<file path="src/rtl/timer_irq_ctrl.sv">
// Host-side sequencer for the down_counter timer: takes a mode/reload configuration,
// loads and starts the timer, and turns its interrupt edges into a maskable IRQ with event/miss counters.
module timer_irq_ctrl #(
   parameter int CNT_W  = 16,
   parameter int EVT_W  = 16,
   parameter int MISS_W = 8
) (
   input  logic              clk_i,
   input  logic              reset_i,
   input  logic              cfg_valid_i,
   output logic              cfg_ready_o,
   input  logic [1:0]        cfg_mode_i,
   input  logic [CNT_W-1:0]  cfg_load_i,
   input  logic              cfg_stop_i,
   output logic              cfg_err_o,
   output logic              tmr_load_en_o,
   output logic [CNT_W-1:0]  tmr_load_o,
   output logic [1:0]        tmr_mode_o,
   output logic              tmr_start_o,
   input  logic              tmr_interrupt_i,
   input  logic              irq_mask_i,
   input  logic              irq_ack_i,
   output logic              irq_o,
   output logic              pending_o,
   output logic [EVT_W-1:0]  event_cnt_o,
   output logic [MISS_W-1:0] miss_cnt_o
);

   // state | meaning
   // IDLE  | no timer activity, configuration accepted
   // LOAD  | one-cycle load strobe to the timer
   // RUN   | timer enabled, interrupt edges counted as events
   // DONE  | single-shot expired, configuration accepted again
   typedef enum logic [1:0] {S_IDLE, S_LOAD, S_RUN, S_DONE} state_t;

   localparam logic [1:0] MODE_SINGLE = 2'b10;
   localparam logic [1:0] MODE_RSVD   = 2'b11;

   state_t             state_q;
   logic               int_q;
   logic               cfg_err_q;
   logic               tmr_load_en_q;
   logic [CNT_W-1:0]   tmr_load_q;
   logic [1:0]         tmr_mode_q;
   logic               tmr_start_q;
   logic               pending_q;
   logic [EVT_W-1:0]   event_cnt_q;
   logic [MISS_W-1:0]  miss_cnt_q;
   logic               evt_d;

   // Edge register runs in every state so a level already high at RUN entry is not an event.
   assign evt_d = (state_q == S_RUN) && tmr_interrupt_i && !int_q;

   always_ff @(posedge clk_i) begin
      if (reset_i) begin
         state_q       <= S_IDLE;
         int_q         <= 1'b0;
         cfg_err_q     <= 1'b0;
         tmr_load_en_q <= 1'b0;
         tmr_load_q    <= '0;
         tmr_mode_q    <= '0;
         tmr_start_q   <= 1'b0;
         pending_q     <= 1'b0;
         event_cnt_q   <= '0;
         miss_cnt_q    <= '0;
      end else begin
         int_q         <= tmr_interrupt_i;
         cfg_err_q     <= 1'b0;
         tmr_load_en_q <= 1'b0;

         if (evt_d) begin
            event_cnt_q <= event_cnt_q + EVT_W'(1);
            if (pending_q && !irq_ack_i && (miss_cnt_q != '1))
               miss_cnt_q <= miss_cnt_q + MISS_W'(1);
            pending_q <= 1'b1;
         end else if (irq_ack_i) begin
            pending_q <= 1'b0;
         end

         case (state_q)
            S_IDLE, S_DONE: begin
               if (cfg_valid_i) begin
                  if (cfg_mode_i == MODE_RSVD) begin
                     cfg_err_q <= 1'b1;
                  end else begin
                     tmr_mode_q    <= cfg_mode_i;
                     tmr_load_q    <= cfg_load_i;
                     event_cnt_q   <= '0;
                     miss_cnt_q    <= '0;
                     tmr_load_en_q <= 1'b1;
                     state_q       <= S_LOAD;
                  end
               end
            end
            S_LOAD: begin
               if (cfg_stop_i) begin
                  state_q <= S_IDLE;
               end else begin
                  tmr_start_q <= 1'b1;
                  state_q     <= S_RUN;
               end
            end
            S_RUN: begin
               if (cfg_stop_i) begin
                  tmr_start_q <= 1'b0;
                  state_q     <= S_IDLE;
               end else if (evt_d && (tmr_mode_q == MODE_SINGLE)) begin
                  tmr_start_q <= 1'b0;
                  state_q     <= S_DONE;
               end
            end
            default: state_q <= S_IDLE;
         endcase
      end
   end

   assign cfg_ready_o   = (state_q == S_IDLE) || (state_q == S_DONE);
   assign cfg_err_o     = cfg_err_q;
   assign tmr_load_en_o = tmr_load_en_q;
   assign tmr_load_o    = tmr_load_q;
   assign tmr_mode_o    = tmr_mode_q;
   assign tmr_start_o   = tmr_start_q;
   assign pending_o     = pending_q;
   assign irq_o         = pending_q & ~irq_mask_i;
   assign event_cnt_o   = event_cnt_q;
   assign miss_cnt_o    = miss_cnt_q;

endmodule

</file>
<file path="config.mk">
export PLATFORM = sky130hd
export DESIGN_NAME = timer_irq_ctrl
export DESIGN_NICKNAME = d
export VERILOG_FILES = /design/src/rtl/timer_irq_ctrl.sv
export SDC_FILE = /design/constraint.sdc
export NUM_CORES = 1
export LEC_CHECK = 0
export CAP_MARGIN = 15
export CORE_ASPECT_RATIO = 2
export CORE_UTILIZATION = 30
export DETAILED_ROUTE_END_ITERATION = 7
export PLACE_DENSITY = 0.66
export SLEW_MARGIN = 40
export SYNTH_ARGS = -nofsm -noshare
export SYNTH_HDL_FRONTEND = slang
export SYNTH_SLANG_ARGS = --single-unit
</file>
<file path="constraint.sdc">
create_clock -name clk_i -period 1.9 [get_ports clk_i]
set_input_delay 0.19 -clock clk_i [delete_from_list [all_inputs] [get_ports clk_i]]
set_output_delay 0.19 -clock clk_i [all_outputs]
set_load 0.1 [all_outputs]
</file>
==> flow_summary.yaml, run 1 <==
timing:
  relSlewSlack_pct: 66.4
  worst_pin_slew_ns: 0.492
  skew_ns: 0.00273
  max_freq_mhz: 589
  setup-violations-final: 0
  hold_violations: 0
  holdWs_ns: 0.478
  tns_ns: 0
  layout_worst_path_cycle_share_pct: 89.3
  fin_crit_ns: 1.70
  slew_viol_final: 0
  rsz0062_at_grt: "false"
cts:
  cts_resized: 0
  clk_pin_slew_ns: 0.06
  insertion_delay_ns: 0.29
  hold_buffers: 0
  numClockSinks: 49
  post-cts-setup-buffers: 0
  numCtsBuffers: 5
  cts_tree: "done"
  root_buffer: "clkbuf_16"
  htree_levels: 2
  clk_path_buf_depth: 2
worst_hold_path:
  hp-class: "reg2reg"
logic_synthesis:
  synth_area_leaders: "dfxtp_1 48%, a22o_1 7.7%, nor2_1 3.3%"
  syn_area_per_cell_um2: 9.73
  ys_warn_count: 0
  ys.flop_type: "dfxtp_1"
  synth_top_area_cell: "dfxtp_1"
  synth-xor-area-share_pct: 5.14
  ys_seq_area_share_pct: 48.0
  synth_top_family_by_area: "simple AND/OR/NAND/NOR gates"
  synth_edf_count: 0
  synth_cells: 210
  synthArstFlopShare_pct: 0
  synthSimpleGateAreaFrac_pct: 21.1
  synth.area.mux_share_pct: 1.47
  synth_fa_ha_area_share_pct: 2.45
  synth_compound_area_share_pct: 18.1
  synth_seq_cells: 49
  syn_area_mm2: 0.00204
  synth_top_area_share_pct: 48.0
  ys_types: 44
  synthesis.nets: 239
placement:
  gp_congestion: 0.745
  portBuffers: 72
  dpl.hpwl_um: 3680
  post_dp_cell_area_mm2: 0.00284
power_and_ir_drop:
  vdd_drop_max_mv: 0.562
  power_frac_clock_pct: 35.8
  leakage_nw: 1.22
  pwr_density_cell_mw_per_mm2: 866
  finalPower_w: 0.00259
  swShare_pct: 30.6
  p_int_w: 0.00180
  p_sw_w: 0.000794
  combPwrFrac_pct: 22.0
  seqPwrFrac_pct: 42.2
global_route:
  antenna_found_initial: 0
  grt_max_degree: 23
  grt_pass1_vias: 1766
  grt_pass1_wl_um: 8090
  track_usage_pct: 15.0
  grt_overflow: 0
drt:
  vias_per_cell: 4.88
  wl_um: 4930
  vias: 1829
  drt_pass1_iterations: 4
  drc: 0
  wl_per_cell_um: 13.1
  first_iter_violations: 75
  drt.antenna.violating_nets: 0
job:
  max_cap_viol_count: 0
floorplan:
  die_w_um: 60.4
  ios: 73
  rows: 42
  start_util_pct: 30.9
  core_area_mm2: 0.00662
  dieArea_mm2: 0.00716
  dieHeight_um: 119
worst_setup_path:
  cp-start-kind: "flip-flop"
  crit_slowest_cell: "or4_1"
  worstSetupPathType: "reg2reg"
  cp-end-kind: "flip-flop"
  path_cells: "inv_1 > ha_4 > and3b_1 > o211ai_4 > or4_1 > a21oi_1"
  worstPathMaxFanout: 9
  cp.arrival_ns: 1.91
  required_ns: 2.11
  cpPeakStageDelay_ns: 0.49
finish:
  drive_above_1_share_pct: 32.4
  insertedDiodeCount: 0
  nets: 315
  syn_to_final_growth_pct: 46.6
  fin_util_pct: 45.2
  fin_area_mm2: 0.00300
outcome:
  status: "complete, no violations"
## flip-flops by register name, summed over array words and instances, names as in the netlist
register / flops
pending_o: 1
state_q: 2
tmr_mode_o: 2
tmr_load_en_o: 1
tmr_load_o: 16
cfg_err_o: 1
tmr_start_o: 1
event_cnt_o: 16
int_q: 1
miss_cnt_o: 8
## path summary, 6_finish.rpt
path                       from            end  slack (ns)  cells past startpoint
setup / recovery     state_q[0]  miss_cnt_o[7]        0.20                      6
hold / removal    tmr_load_o[9]  tmr_load_o[9]        0.48                      1
setup reg to reg     state_q[0]  miss_cnt_o[7]        0.20                      6
hold reg to reg   tmr_load_o[9]  tmr_load_o[9]        0.48                      1
## logic make-up (layout without fill, tap and decap cells)
group                      Yosys count  count (layout)
buffers and inverters               16              93
DFF                                 49              49
muxes                                3               3
xor gates and xnor gates            12              12
adders and majority gates            4               4
and+or+nand+nor                     76              76
AOI/OAI and AO/OA                   50              50
## power by group through the flow
stage / clock, W / combinational (W) / sequential, W
after global routing: 0.00100 / 0.000594 / 0.00110
after CTS: 0.000965 / 0.000576 / 0.00109
after global placement: 0 / 0.000571 / 0.00111
after floorplan: 0 / 0.000153 / 0.00137
after detailed placement: 0 / 0.000574 / 0.00112
final: 0.000929 / 0.000570 / 0.00109
## cell type report
| cell class | instances | area (um^2) |
|---|---|---|
| flip-flops and latches | 49 | 1010 |
| fillers | 677 | 3630 |
| well taps | 88 | 110 |
| clock inverters | 1 | 5.00 |
| multi-input cells | 145 | 1010 |
| clock buffers | 7 | 153 |
| inverters | 7 | 26.3 |
| repair buffers | 78 | 683 |
## synth_stat cells (2+ instances only)
cell type	count
mux2i_1	3
a22o_1	18
o31ai_1	3
clkbuf_1	5
or3_2	2
a21oi_1	11
nand4b_1	2
xnor2_1	7
nand4_1	7
a2111oi_0	2
nand3_1	6
buf_2	2
nor2_1	18
nand2_1	12
o21ai_0	8
nor2b_1	2
ha_1	4
dfxtp_1	49
xor2_1	5
buf_6	2
inv_1	7
or4_1	4
or3_1	4
nor3_1	3
and3_1	3
and2_1	3
## layout by cell type, fill, tap and decap left out, types with 2 or more instances in the layout
| master | count |
|---|---|
| or3_1 | 4 |
| o31ai_1 | 3 |
| a2111oi_0 | 2 |
| xor2_1 | 5 |
| ha_1 | 3 |
| mux2i_1 | 3 |
| a22o_1 | 18 |
| clkdlybuf4s50_1 | 24 |
| nand2_1 | 12 |
| a21oi_1 | 11 |
| and3_1 | 3 |
| dfxtp_1 | 28 |
| nor3_1 | 3 |
| buf_4 | 51 |
| buf_12 | 3 |
| nand4b_1 | 2 |
| or4_1 | 4 |
| or3_2 | 2 |
| nor2_1 | 18 |
| nand3_1 | 6 |
| and2_1 | 3 |
| clkbuf_16 | 5 |
| clkbuf_8 | 2 |
| xnor2_1 | 7 |
| nand4_1 | 7 |
| inv_1 | 7 |
| o21ai_0 | 8 |
| dfxtp_2 | 21 |
## critical path, delay by kind of cell (launching register included)
kind | cells | cell delay, ns
simple gates | 2 | 0.73
flops | 1 | 0.32
compound gates | 2 | 0.31
fa+ha+maj | 1 | 0.18
buf+inv | 1 | 0.09
## per-layer routing
metal | track usage [%] | routed length (um) | vias to the layer above
li1 | - | - | 924
met1 | 16.0 | 1930 | 843
met2 | 25.7 | 2640 | 55
met3 | 5.14 | 273 | 7
met4 | 6.10 | 91 | 0
met5 | 0 | 0 | -
## stage by stage
step	instances	setup slack, ns
finish	375	0.202
global route	375	0.105
CTS	375	0.194
detailed placement	367	0.0520
global placement	367	0.0815
floorplan	210	0.0109
No activity file was read; power rests on OpenSTA's default activity.
==> run 2, diff against run 1 <==
- CORE_UTILIZATION: 30 -> 35
- PLACE_DENSITY: 0.66 -> 0.65
==> run 2 against run 1 <==
Sequential share of layout area grew 0.44 points. Sequential cell count stayed put. Combinational power decreased by 0.7%.
==> flow_summary.yaml, run 2 (synthesis gave the netlist of run 1 again) <==
outcome:
  status: "complete, no violations"
placement:
  dpl.hpwl_um: 3850
  portBuffers: 72
  gp_congestion: 0.764
  place_inst: 343
drt:
  vias: 1871
  first_iter_violations: 34
  vias_per_cell: 5.35
  drt_pass1_iterations: 4
  wl_per_cell_um: 14.5
  wl_um: 5080
  drc: 0
  drt.antenna.violating_nets: 0
worst_setup_path:
  required_ns: 2.12
  cp-start-kind: "flip-flop"
  worstPathMaxFanout: 8
  worstSetupPathType: "reg2reg"
  cp.arrival_ns: 1.94
  cp-end-kind: "flip-flop"
cts:
  htree_levels: 2
  numCtsBuffers: 5
  numClockSinks: 49
  post-cts-setup-buffers: 0
  cts_resized: 0
  root_buffer: "clkbuf_16"
  insertion_delay_ns: 0.29
  cts_tree: "done"
  hold_buffers: 0
  clk_path_buf_depth: 2
  clk_pin_slew_ns: 0.06
global_route:
  grt_max_degree: 23
  grt_overflow: 0
  track_usage_pct: 17.3
  antenna_found_initial: 0
  grt_pass1_vias: 1854
  grt_pass1_wl_um: 8220
timing:
  relSlewSlack_pct: 66.4
  fin_crit_ns: 1.72
  max_freq_mhz: 583
  slew_viol_final: 0
  hold_violations: 0
  worst_pin_slew_ns: 0.491
  skew_ns: 0.00480
  layout_worst_path_cycle_share_pct: 90.3
  rsz0062_at_grt: "false"
  tns_ns: 0
  setup-violations-final: 0
finish:
  layout.cells.most_common: "buf_4"
  drive_above_1_share_pct: 32.5
  most-common-layout-cells: "55 x buf_4, 28 x dfxtp_1, 24 x clkdlybuf4s50_1"
  syn_to_final_growth_pct: 44.7
  nets: 318
  fin_util_pct: 52.2
  insertedDiodeCount: 0
  fin_cells: 350
floorplan:
  rows: 39
  start_util_pct: 36.1
  die_w_um: 56.0
  ios: 73
  core_area_mm2: 0.00566
  dieHeight_um: 110
  dieArea_mm2: 0.00617
power_and_ir_drop:
  leakage_nw: 1.22
  finalPower_w: 0.00254
  vdd_drop_max_mv: 0.763
  pwr_density_cell_mw_per_mm2: 860
worst_hold_path:
  hp-class: "reg2reg"
job:
  max_cap_viol_count: 0
==> run 2: changes by cell type in the layout (fill, tap and decap cells not counted) <==
cell	delta
clkinv_2	-1
clkbuf_8	-1
buf_12	-1
buf_4	+4
clkbuf_1	+1
==> run 2: final timing paths <==
path / from / to / depth (start not counted) / slack [ns]
worst max register to register: state_q[0] / miss_cnt_o[7] / 6 / 0.18
worst max-delay path: state_q[0] / miss_cnt_o[7] / 6 / 0.18
worst min-delay path: tmr_load_o[10] / tmr_load_o[10] / 1 / 0.47
worst min register to register: tmr_load_o[10] / tmr_load_o[10] / 1 / 0.47
==> run 2: metal layers <==
layer	global-route usage, %	part of all wire (%)
met1	15.9	36
met2	33.8	57
met3	4.55	5.1
met4	9.06	2.3
met5	0	0
==> run 2: layout make-up <==
type	instances	area, um^2
fill	543	2700
multi-input combinational	145	1010
timing repair buffer	81	693
clock buffer	7	143
inverter	7	26.3
tap	61	76.3
sequential	49	1010
==> run 2: critical path: stages (launching register included) <==
cell      delay (ns)
dfxtp_1         0.34
inv_1           0.10
ha_4            0.18
and3b_1         0.25
o211ai_4        0.13
or4_1           0.50
a21oi_1         0.15
==> run 2: per-stage QoR <==
| stage | hold WS [ns] | cell area, um^2 | setup slack (ns) |
|---|---|---|---|
| 2_1_floorplan | 0.318 | 2090 | 0.0109 |
| 3_3_place_gp | 0.459 | 2810 | 0.0927 |
| 3_5_place_dp | 0.458 | 2810 | 0.0752 |
| 4_1_cts | 0.479 | 2960 | 0.191 |
| 5_1_grt | 0.493 | 2960 | 0.0838 |
| 6_report | 0.474 | 2960 | 0.184 |
==> run 2: where the power goes <==
part | total (W) | switching [W] | internal, W
combinational | 0.000566 | 0.000396 | 0.000171
clock | 0.000882 | 0.000365 | 0.000517
sequential | 0.00109 | 0.0000255 | 0.00107
==> run 3, diff against run 2 <==
- CAP_MARGIN: 15 -> 10
==> results of run 3 <==
The final DEF is identical to that of run 2; final timing and power are the same.
